**src/rtl/gf32_serial_mult.sv**
```systemverilog
// Bit-serial GF(2^32) multiplier: MSB-first Horner iteration, one product per 32 BUSY cycles,
// with optional chaining of the previous product into the next multiplicand.
`timescale 1ns/1ps
module gf32_serial_mult #(
    parameter logic [31:0] POLY = 32'h00400007
) (
    input  logic        clk,
    input  logic        rst,
    input  logic        in_valid,
    output logic        in_ready,
    input  logic [31:0] in_a,
    input  logic [31:0] in_b,
    input  logic        in_chain,
    input  logic        in_clear,
    output logic        out_valid,
    input  logic        out_ready,
    output logic [31:0] out_prod
);

    typedef enum logic [1:0] {StIdle, StBusy, StDone} state_e;

    state_e      state_q, state_d;
    logic [31:0] a_q, a_d;
    logic [31:0] b_q, b_d;
    logic [31:0] acc_q, acc_d;
    logic [4:0]  cnt_q, cnt_d;
    logic [31:0] prod_q, prod_d;
    logic [31:0] last_q, last_d;
    logic [31:0] step;

    function automatic logic [31:0] mul_alpha(input logic [31:0] x);
        return x[31] ? ({x[30:0], 1'b0} ^ POLY) : {x[30:0], 1'b0};
    endfunction

    // in_ready is held low while rst is asserted, even though state already reads IDLE.
    assign in_ready  = (state_q == StIdle) && !rst;
    assign out_valid = (state_q == StDone);
    assign out_prod  = prod_q;

    assign step = mul_alpha(acc_q) ^ (b_q[cnt_q] ? a_q : 32'h0);

    always_comb begin
        state_d = state_q;
        a_d     = a_q;
        b_d     = b_q;
        acc_d   = acc_q;
        cnt_d   = cnt_q;
        prod_d  = prod_q;
        last_d  = last_q;
        unique case (state_q)
            StIdle: begin
                if (in_valid) begin
                    a_d     = in_a ^ ((in_chain && !in_clear) ? last_q : 32'h0);
                    b_d     = in_b;
                    acc_d   = 32'h0;
                    cnt_d   = 5'd31;
                    state_d = StBusy;
                end
            end
            StBusy: begin
                acc_d = step;
                cnt_d = cnt_q - 5'd1;
                if (cnt_q == 5'd0) begin
                    prod_d  = step;
                    last_d  = step;
                    state_d = StDone;
                end
            end
            StDone: begin
                if (out_ready) begin
                    state_d = StIdle;
                end
            end
            default: state_d = StIdle;
        endcase
    end

    always_ff @(posedge clk or posedge rst) begin
        if (rst) begin
            state_q <= StIdle;
            a_q     <= 32'h0;
            b_q     <= 32'h0;
            acc_q   <= 32'h0;
            cnt_q   <= 5'd0;
            prod_q  <= 32'h0;
            last_q  <= 32'h0;
        end else begin
            state_q <= state_d;
            a_q     <= a_d;
            b_q     <= b_d;
            acc_q   <= acc_d;
            cnt_q   <= cnt_d;
            prod_q  <= prod_d;
            last_q  <= last_d;
        end
    end

endmodule

```
**config.mk**
```make
export PLATFORM = sky130hd
export DESIGN_NAME = gf32_serial_mult
export DESIGN_NICKNAME = d
export VERILOG_FILES = /design/src/rtl/gf32_serial_mult.sv
export SDC_FILE = /design/constraint.sdc
export NUM_CORES = 1
export LEC_CHECK = 0
export ABC_AREA = 1
export CAP_MARGIN = 30
export CELL_PAD_IN_SITES_DETAIL_PLACEMENT = 1
export CELL_PAD_IN_SITES_GLOBAL_PLACEMENT = 1
export CORE_ASPECT_RATIO = 0.5
export CORE_UTILIZATION = 42
export DETAILED_ROUTE_END_ITERATION = 8
export PLACE_DENSITY_LB_ADDON = 0.1
export SETUP_SLACK_MARGIN = 0.4
export SYNTH_ARGS = -nofsm -noshare
export SYNTH_HDL_FRONTEND = slang
export SYNTH_SLANG_ARGS = --single-unit
```
**constraint.sdc**
```tcl
create_clock -name clk -period 10 [get_ports clk]
set_input_delay 2 -clock clk [delete_from_list [all_inputs] [get_ports clk]]
set_output_delay 2 -clock clk [all_outputs]
set_load 0.01 [all_outputs]
```
==> results of run 1 <==
==> cell type report <==
| type | instances | area [um2] |
|---|---|---|
| Sequential cell | 135 | 3380 |
| Multi-Input combinational cell | 634 | 2850 |
| Tap cell | 204 | 255 |
| Clock inverter | 12 | 165 |
| Clock buffer | 20 | 467 |
| Inverter | 45 | 179 |
| Timing Repair Buffer | 110 | 1140 |
| Fill cell | 1883 | 6980 |
==> cell families (layout without fill, tap and decap cells) <==
| kind of cell | after synthesis | in the layout |
|---|---|---|
| XOR/XNOR | 35 | 35 |
| adder cells (fa/ha/maj) | 1 | 1 |
| flip-flops | 135 | 135 |
| AO/OA/AOI/OAI | 41 | 41 |
| AND/OR/NAND/NOR | 557 | 557 |
| buffers and inverters | 91 | 187 |
==> layer usage <==
metal	GRT usage (%)	vias to the layer above	routed length, um	part of all wire [%]
met2	41.7	106	9080	49
met3	3.71	20	605	3.2
met1	31.6	2950	8780	47
met4	7.47	0	194	1.0
li1	-	2865	-	-
met5	0	-	0	0
==> cells in the final DEF, fill, tap and decap left out, types with 4 or more instances in the layout <==
cell type	netlist	layout
o21ai_0	39	39
buf_4	7	4
nand4_1	33	33
nand2_1	447	446
clkdlybuf4s50_1	0	103
inv_1	42	41
inv_6	1	5
xor2_1	32	32
clkbuf_16	0	17
nand3_1	64	64
dfrtp_1	135	135
==> where the power goes <==
group          internal [uW]  leakage (uW)  switching, uW
sequential               803       0.00171            222
clock                    416      0.000300            261
combinational            438       0.00218            746
total                   1660       0.00419           1230
==> worst max path at each step <==
stage          slack [ns]  endpoint  from
2_1_floorplan        4.39    a_q[0]   rst
3_3_place_gp         4.80  in_ready   rst
3_5_place_dp         4.78  in_ready   rst
4_1_cts              4.77  in_ready   rst
5_1_grt              4.76  in_ready   rst
6_report             4.78  in_ready   rst
==> state kept, by name (all words and copies together), names as in the netlist <==
signal / cells
a_q: 32
cnt_q: 5
acc_q: 32
state_q: 2
last_q: 32
b_q: 32
==> per-stage QoR <==
step,area [um2],hold slack [ns],std cells
floorplan,6630,0.449,860
global placement,7720,0.464,1125
detailed placement,7780,0.466,1127
CTS,8410,0.483,1159
global route,8440,0.514,1160
finish,8440,0.478,1160
==> worst register-to-register path, cell delays in order, from the launching register on <==
cell and delay (ns):
dfrtp_1 0.52, inv_1 0.39, ha_1 0.26, nand3_1 0.13
nor2_1 0.21, inv_1 0.12, nor2_4 0.08, buf_4 0.39
clkinv_1 0.71, buf_16 0.40, nand2_1 0.09, nand2_1 0.06
==> flow_metrics.env, run 1 <==
export IMPL_status="finished, violations left"
export IMPL_violations="design-rule violations"
export IMPL_diodes=0
export IMPL_critPathMaxFanout=2
export IMPL_maxCapViolCount=0
export IMPL_io_pin_count=104
export IMPL_synth_cell_type_count=25
export IMPL_synth_xor_area_share_pct=4.62
export IMPL_route_detailed_drc=6
export IMPL_place_gp_congestion=0.756
export IMPL_synth_mux_area_share_pct=0
export IMPL_finalPower_uw=2890
export IMPL_cts_htree_levels=4
export IMPL_min_path_cells=2
export IMPL_clock_root_buffer="clkbuf_16"
export IMPL_area_delta_synth_final_pct=27.2
export IMPL_drt_initial_drc_count=328
export IMPL_via_per_inst=5.12
export IMPL_synth_area_top_cells="dfrtp_1, nand2_1, nand3_1"
export IMPL_synth_edf_count=0
export IMPL_yosys_register_bits=135
export IMPL_post_cts_resized=0
export IMPL_post_synth_top_area_cell="dfrtp_1"
export IMPL_clkTransAtPathRegs_ns=0.06
export IMPL_synth_main_ff_cell="dfrtp_1"
export IMPL_nets=1014
export IMPL_p_per_area_nw_per_um2=342
export IMPL_die_x_um=180
export IMPL_r2r_start="cnt_q[1]"
export IMPL_fmax_ghz=0.191
export IMPL_netlist_area_um2=6630
export IMPL_rsz0062_at_grt="false"
export IMPL_fin_skew_ns=0.0169
export IMPL_cp_top_family="buffers and inverters"
export IMPL_cts_setup_buffers=0
export IMPL_cts_sinks=135
export IMPL_yosysTopAreaCellShare_pct=50.9
export IMPL_yosysWarnings=0
export IMPL_yosys_area_share_simple_pct=34.7
export IMPL_portBuffers=103
export IMPL_synth_common_cells="nand2_1, dfrtp_1, nand3_1"
export IMPL_cp_depth=3
export IMPL_clk_path_buf_depth=2
export IMPL_grt_pass1_vias=6453
export IMPL_synth_compound_gate_area_share_pct=3.17
export IMPL_cts_hold_buf=0
export IMPL_first_pass_iters=8
export IMPL_cts_tree="built"
export IMPL_hold_violations=0
export IMPL_syn_instance_count=860
export IMPL_grt_pass1_wl_mm=31.7
export IMPL_cp_num_buf_inv=2
export IMPL_antenna_found_initial=0
export IMPL_post_synth_top_count_cell="nand2_1"
export IMPL_cp_start_kind="input pin"
export IMPL_ant_nets=0
export IMPL_ir_worst_vdd_mv=0.167
export IMPL_clk_latency_ns=0.42
export IMPL_cpMaxStageDelayCell="clkdlybuf4s50_1"
export IMPL_pre_cts_slack_ns=4.78
export IMPL_drive_above_1_share_pct=5.44
export IMPL_routed_wl_mm=18.7
export IMPL_seq_area_frac_synth_pct=50.9
export IMPL_syn_nets=931
export IMPL_worst_path_most_repeated_cell="clkdlybuf4s50_1"
export IMPL_crit_arrival_ns=3.22
export IMPL_grt_start_max_net_pins=100
export IMPL_utilization_pct=54.7
export IMPL_rrSetupSlack_ns=6.53
export IMPL_setup_viol=0
export IMPL_rows=32
export IMPL_start_util_pct=43.0
export IMPL_p_leak_uw=0.00419
export IMPL_critical_path_class="in -> out"
export IMPL_min_to="b_q[16]"
export IMPL_synth_async_sr_flop_share_pct=100
export IMPL_core_um2=15400
export IMPL_dieHeight_um=90.9
export IMPL_detailed_place_hpwl_mm=11.2
export IMPL_wire_per_inst_um=16.1
export IMPL_grt_overflow=0
export IMPL_vias=5941
export IMPL_hold_path_class="reg -> reg"
export IMPL_timing_rr_end="last_q[2]"
export IMPL_cts_buffers=17
export IMPL_required_ns=8.00
export IMPL_worst_pin_slew_ns=0.974
export IMPL_final_max_slew_viol_count=0
export IMPL_critPathCaptureType="primary output"
export IMPL_hp_start="b_q[16]"
export IMPL_fin_crit_sh_pct=52.2
export IMPL_cpPeakStageDelay_ns=0.57
export IMPL_rr_worst_depth=11
export IMPL_die_area_um2=16300
export IMPL_grt_usage_pct=24.2
export IMPL_fin_crit_ns=5.22
export IMPL_crit_chain="clkdlybuf4s50_1 > nor3_1 > clkdlybuf4s50_1"
export IMPL_synth_top_family_by_area="simple AND/OR/NAND/NOR gates"
export IMPL_tns_ns=0
export IMPL_max_slew_margin_pct=35.0
export IMPL_synthAdderAreaFrac_pct=0.189
export IMPL_synth_avg_cell_area_um2=7.71
export IMPL_worst_slack_ns=4.78
Power figures use the tool's default switching activity.
==> inputs of run 2 (changes only) <==
Settings changed: CORE_UTILIZATION 42 to 36.
Clock period 10 ns to 4.6 ns, I/O delays scaled along.
==> flow_metrics.env, run 2 (synthesized netlist as in run 1, its figures left out) <==
export IMPL_clock_root_buffer="clkbuf_16"
export IMPL_fillCellCount=2132
export IMPL_place_gp_congestion=0.759
export IMPL_whs_ns=0.479
export IMPL_use_met3_pct=4.11
export IMPL_fin_skew_ns=0.00999
export IMPL_antenna_found_initial=0
export IMPL_required_ns=4.91
export IMPL_tns_ns=0
export IMPL_grt_overflow=0
export IMPL_clk_latency_ns=0.42
export IMPL_drt_initial_drc_count=227
export IMPL_ant_nets=0
export IMPL_p_leak_uw=0.00421
export IMPL_via_per_inst=4.90
export IMPL_cts_setup_buffers=0
export IMPL_worst_pin_slew_ns=0.947
export IMPL_die_area_um2=19000
export IMPL_first_pass_iters=4
export IMPL_cts_tree="built"
export IMPL_area_delta_synth_final_pct=28.4
export IMPL_detailed_place_hpwl_mm=11.5
export IMPL_cts_sinks=135
export IMPL_max_slew_margin_pct=36.9
export IMPL_crit_arrival_ns=3.50
export IMPL_rsz0062_at_grt="false"
export IMPL_portBuffers=103
export IMPL_cts_htree_levels=4
export IMPL_wire_per_inst_um=15.5
export IMPL_critical_path_class="reg -> reg"
export IMPL_fin_crit_sh_pct=69.5
export IMPL_grt_start_max_net_pins=99
export IMPL_setup_viol=0
export IMPL_clkTransAtPathRegs_ns=0.06
export IMPL_cp_start_kind="flop"
export IMPL_hold_violations=0
export IMPL_start_util_pct=37.5
export IMPL_io_pin_count=104
export IMPL_mostFrequentLayoutCell="nand2_1"
export IMPL_route_detailed_drc=0
export IMPL_p_per_area_nw_per_um2=744
export IMPL_grt_pass1_wl_mm=32.1
export IMPL_clk_path_buf_depth=2
export IMPL_grt_usage_pct=21.2
export IMPL_routed_wl_mm=18.5
export IMPL_use_met1_pct=28.1
export IMPL_ir_worst_vdd_mv=0.356
export IMPL_cts_hold_buf=0
export IMPL_diodes=0
export IMPL_critPathCaptureType="flop"
export IMPL_layout_common_cells="nand2_1, dfrtp_1, clkdlybuf4s50_1"
export IMPL_rrSetupSlack_ns=1.40
export IMPL_cts_buffers=17
export IMPL_post_cts_resized=0
export IMPL_fmax_ghz=0.313
export IMPL_maxCapViolCount=0
export IMPL_vias=5840
export IMPL_core_um2=17700
export IMPL_nets=1016
export IMPL_grt_pass1_vias=6354
export IMPL_grt_busiest_layer="met2"
export IMPL_final_max_slew_viol_count=0
export IMPL_die_x_um=194
export IMPL_met2_usage_pct=35.8
export IMPL_rows=34
export IMPL_status="completed"
export IMPL_finalNonFillerCells=1192
export IMPL_drive_above_1_share_pct=5.43
export IMPL_critPathMaxFanout=33
export IMPL_fin_crit_ns=3.20
export IMPL_dieHeight_um=98.0
export IMPL_dp_cells=1159
export IMPL_hold_path_class="reg -> reg"
run 2: cell type report:
class                      count  area (um2)  share of cell area [%]
inverter                      45         178                    2.09
tap                          234         293                    3.44
clock buffer                  21         460                    5.41
clock inverter                11         219                    2.57
timing repair buffer         112        1130                    13.3
multi-input combinational    634        2860                    33.5
sequential                   135        3380                    39.7
run 2: power by group:
part	total [uW]	leakage (uW)	internal, uW	switching [uW]
Sequential	2220	0.00171	1750	478
Clock	1590	0.000328	1050	543
Combinational	2520	0.00217	930	1590
run 2: final timing paths:
check,start,cells past startpoint,end
max,cnt_q[0],11,last_q[10]
min,b_q[0],2,b_q[0]
max reg2reg,cnt_q[0],11,last_q[10]
min reg2reg,b_q[0],2,b_q[0]
max in group asynchronous,rst,3,last_q[10]
min in group asynchronous,rst,2,last_q[28]
run 2: through the flow:
stage | total power, uW | util, % | setup WS (ns) | instance area, um2
floorplan | 3980 | - | 2.00 | 6640
global placement | 4610 | 44.1 | 1.50 | 7810
detailed placement | 4750 | 44.1 | 1.37 | 7810
CTS | 6410 | 48.0 | 1.33 | 8490
global route | 6870 | 48.1 | 1.05 | 8520
finish | 6340 | 48.1 | 1.40 | 8520
run 2: layer usage:
layer	routed length, um	up-vias
met5	0	-
met2	8780	74
met1	9030	2880
li1	-	2867
met4	214	0
met3	507	19
run 2: worst max-delay path: stages (launching register included):
cell,delay (ns)
dfrtp_1,0.63
inv_6,0.25
ha_1,0.20
nand3_1,0.09
nor2_1,0.14
inv_1,0.09
nor2_4,0.07
buf_4,0.38
clkinv_1,0.61
buf_4,0.44
nand2_1,0.10
nand2_1,0.05
==> inputs of run 3 (changes only) <==
Settings changed: CORE_UTILIZATION 36 to 40.
Clock period 4.6 ns to 3.06 ns, I/O delays scaled along.
==> flow_metrics.env, run 3 (synthesized netlist as in run 1, its figures left out) <==
export IMPL_antenna_found_initial=0
export IMPL_cp_top_family="buffers and inverters"
export IMPL_required_ns=2.45
export IMPL_clkTransAtPathRegs_ns=0.06
export IMPL_clock_root_buffer="clkbuf_16"
export IMPL_die_area_um2=17100
export IMPL_wire_per_inst_um=15.4
export IMPL_crit_arrival_ns=1.77
export IMPL_p_per_area_nw_per_um2=1110
export IMPL_p_leak_uw=0.00421
export IMPL_tns_ns=0
export IMPL_fillCellCount=1950
export IMPL_start_util_pct=41.9
export IMPL_cts_buffers=17
export IMPL_vias=5911
export IMPL_cpPeakStageDelay_ns=0.56
export IMPL_grt_pass1_wl_mm=30.8
export IMPL_nets=1020
export IMPL_route_detailed_drc=0
export IMPL_hold_path_class="reg -> reg"
export IMPL_cts_sinks=135
export IMPL_drive_above_1_share_pct=6.03
export IMPL_r2r_start="cnt_q[0]"
export IMPL_rows=32
export IMPL_worst_pin_slew_ns=0.724
export IMPL_startpoint="rst"
export IMPL_detailed_place_hpwl_mm=11.2
export IMPL_cts_setup_buffers=0
export IMPL_cp_depth=3
export IMPL_ant_nets=0
export IMPL_rr_worst_depth=11
export IMPL_cts_htree_levels=4
export IMPL_cpMaxStageDelayCell="clkdlybuf4s50_1"
export IMPL_final_max_slew_viol_count=0
export IMPL_fin_crit_ns=2.39
export IMPL_post_cts_resized=0
export IMPL_pwr_share_comb_pct=41.8
export IMPL_p_sw_share_pct=41.9
export IMPL_layout_common_cells="nand2_1, dfrtp_1, clkdlybuf4s50_1"
export IMPL_clkPwrFrac_pct=23.3
export IMPL_register_area_um2=3380
export IMPL_whs_ns=0.481
export IMPL_routed_wl_mm=18.2
export IMPL_crit_chain="clkdlybuf4s50_1 > nor3_1 > clkdlybuf4s50_1"
export IMPL_critPathCaptureType="primary output"
export IMPL_clk_path_buf_depth=2
export IMPL_place_gp_congestion=0.758
export IMPL_fmax_ghz=0.419
export IMPL_cts_hold_buf=0
export IMPL_die_x_um=184
export IMPL_setup_viol=0
export IMPL_diodes=0
export IMPL_fin_skew_ns=0.00885
export IMPL_p_sw_uw=3960
export IMPL_ir_worst_vdd_mv=0.549
export IMPL_timing_rr_end="acc_q[22]"
export IMPL_grt_overflow=0
export IMPL_multi_input_comb_area_um2=2850
export IMPL_worst_path_most_repeated_cell="clkdlybuf4s50_1"
export IMPL_status="completed"
export IMPL_grt_usage_pct=23.1
export IMPL_fin_crit_sh_pct=77.9
export IMPL_first_pass_iters=4
export IMPL_cp_num_buf_inv=2
export IMPL_utilization_pct=53.7
export IMPL_area_delta_synth_final_pct=28.0
export IMPL_critPathMaxFanout=2
export IMPL_io_pin_count=104
export IMPL_drt_initial_drc_count=271
export IMPL_portBuffers=103
export IMPL_clk_latency_ns=0.42
export IMPL_core_um2=15800
export IMPL_mostFrequentLayoutCell="nand2_1"
export IMPL_grt_pass1_vias=6391
export IMPL_grt_start_max_net_pins=136
export IMPL_maxCapViolCount=0
export IMPL_cts_tree="built"
export IMPL_dieHeight_um=93.1
export IMPL_max_slew_margin_pct=51.8
export IMPL_seqPwrFrac_pct=34.9
export IMPL_hold_violations=0
export IMPL_critical_path_class="in -> out"
export IMPL_via_per_inst=5.00
export IMPL_cp_endpoint="in_ready"
export IMPL_rsz0062_at_grt="false"
export IMPL_rrSetupSlack_ns=0.71
export IMPL_cp_start_kind="input pin"
export IMPL_p_int_uw=5500
## run 3: changes by cell type in the layout (fill, tap and decap cells not counted), sizes merged
cell and delta:
clkinv +4, clkbuf -4, inv +1, clkinvlp +1, bufinv -2, buf +4
## run 3: worst min-delay path, cell delays in order (launching register included)
cell and delay [ns]:
dfrtp_1 0.34, nand2_1 0.06, nand2_1 0.05
## run 3: how the worst min path moves through the flow
stage              end  slack [ns]  cells after the start    start
2_1_floorplan   b_q[0]        0.45                      2   b_q[0]
3_3_place_gp   b_q[26]        0.46                      2  b_q[26]
3_5_place_dp   b_q[29]        0.47                      2  b_q[29]
4_1_cts        b_q[29]        0.48                      2  b_q[29]
5_1_grt        b_q[27]        0.50                      2  b_q[27]
6_report       b_q[29]        0.48                      2  b_q[29]
## run 3: power by group through the flow
stage | Clock, uW | Combinational (uW) | Sequential, uW
global placement | 0 | 3740 | 3270
CTS | 2250 | 4000 | 3310
finish | 2210 | 3950 | 3300
floorplan | 0 | 2800 | 3180
global route | 2320 | 4510 | 3410
detailed placement | 0 | 3920 | 3320
## run 3: stage by stage
stage	instances	setup WS, ns	instance area, um2	power, uW
floorplan	860	0.769	6640	5980
global placement	1151	0.675	7860	7010
detailed placement	1151	0.665	7860	7240
CTS	1183	0.662	8490	9570
global route	1183	0.469	8490	10200
finish	1183	0.675	8490	9460
## run 3: final cells by class
| cell class | count | area share, % |
|---|---|---|
| flip-flops and latches | 135 | 39.8 |
| multi-input cells | 634 | 33.6 |
| repair buffers | 116 | 13.9 |
| clock buffers | 17 | 5.01 |
| well taps | 221 | 3.26 |
| clock inverters | 15 | 2.39 |
| inverters | 45 | 2.09 |
## run 3: metal layers
| layer | vias up | track usage, % | part of all wire, % |
|---|---|---|---|
| met5 | - | 0 | 0 |
| met4 | 0 | 9.17 | 1.6 |
| met1 | 2919 | 29.7 | 47 |
| li1 | 2883 | - | - |
| met3 | 22 | 4.56 | 3.4 |
| met2 | 87 | 38.6 | 48 |
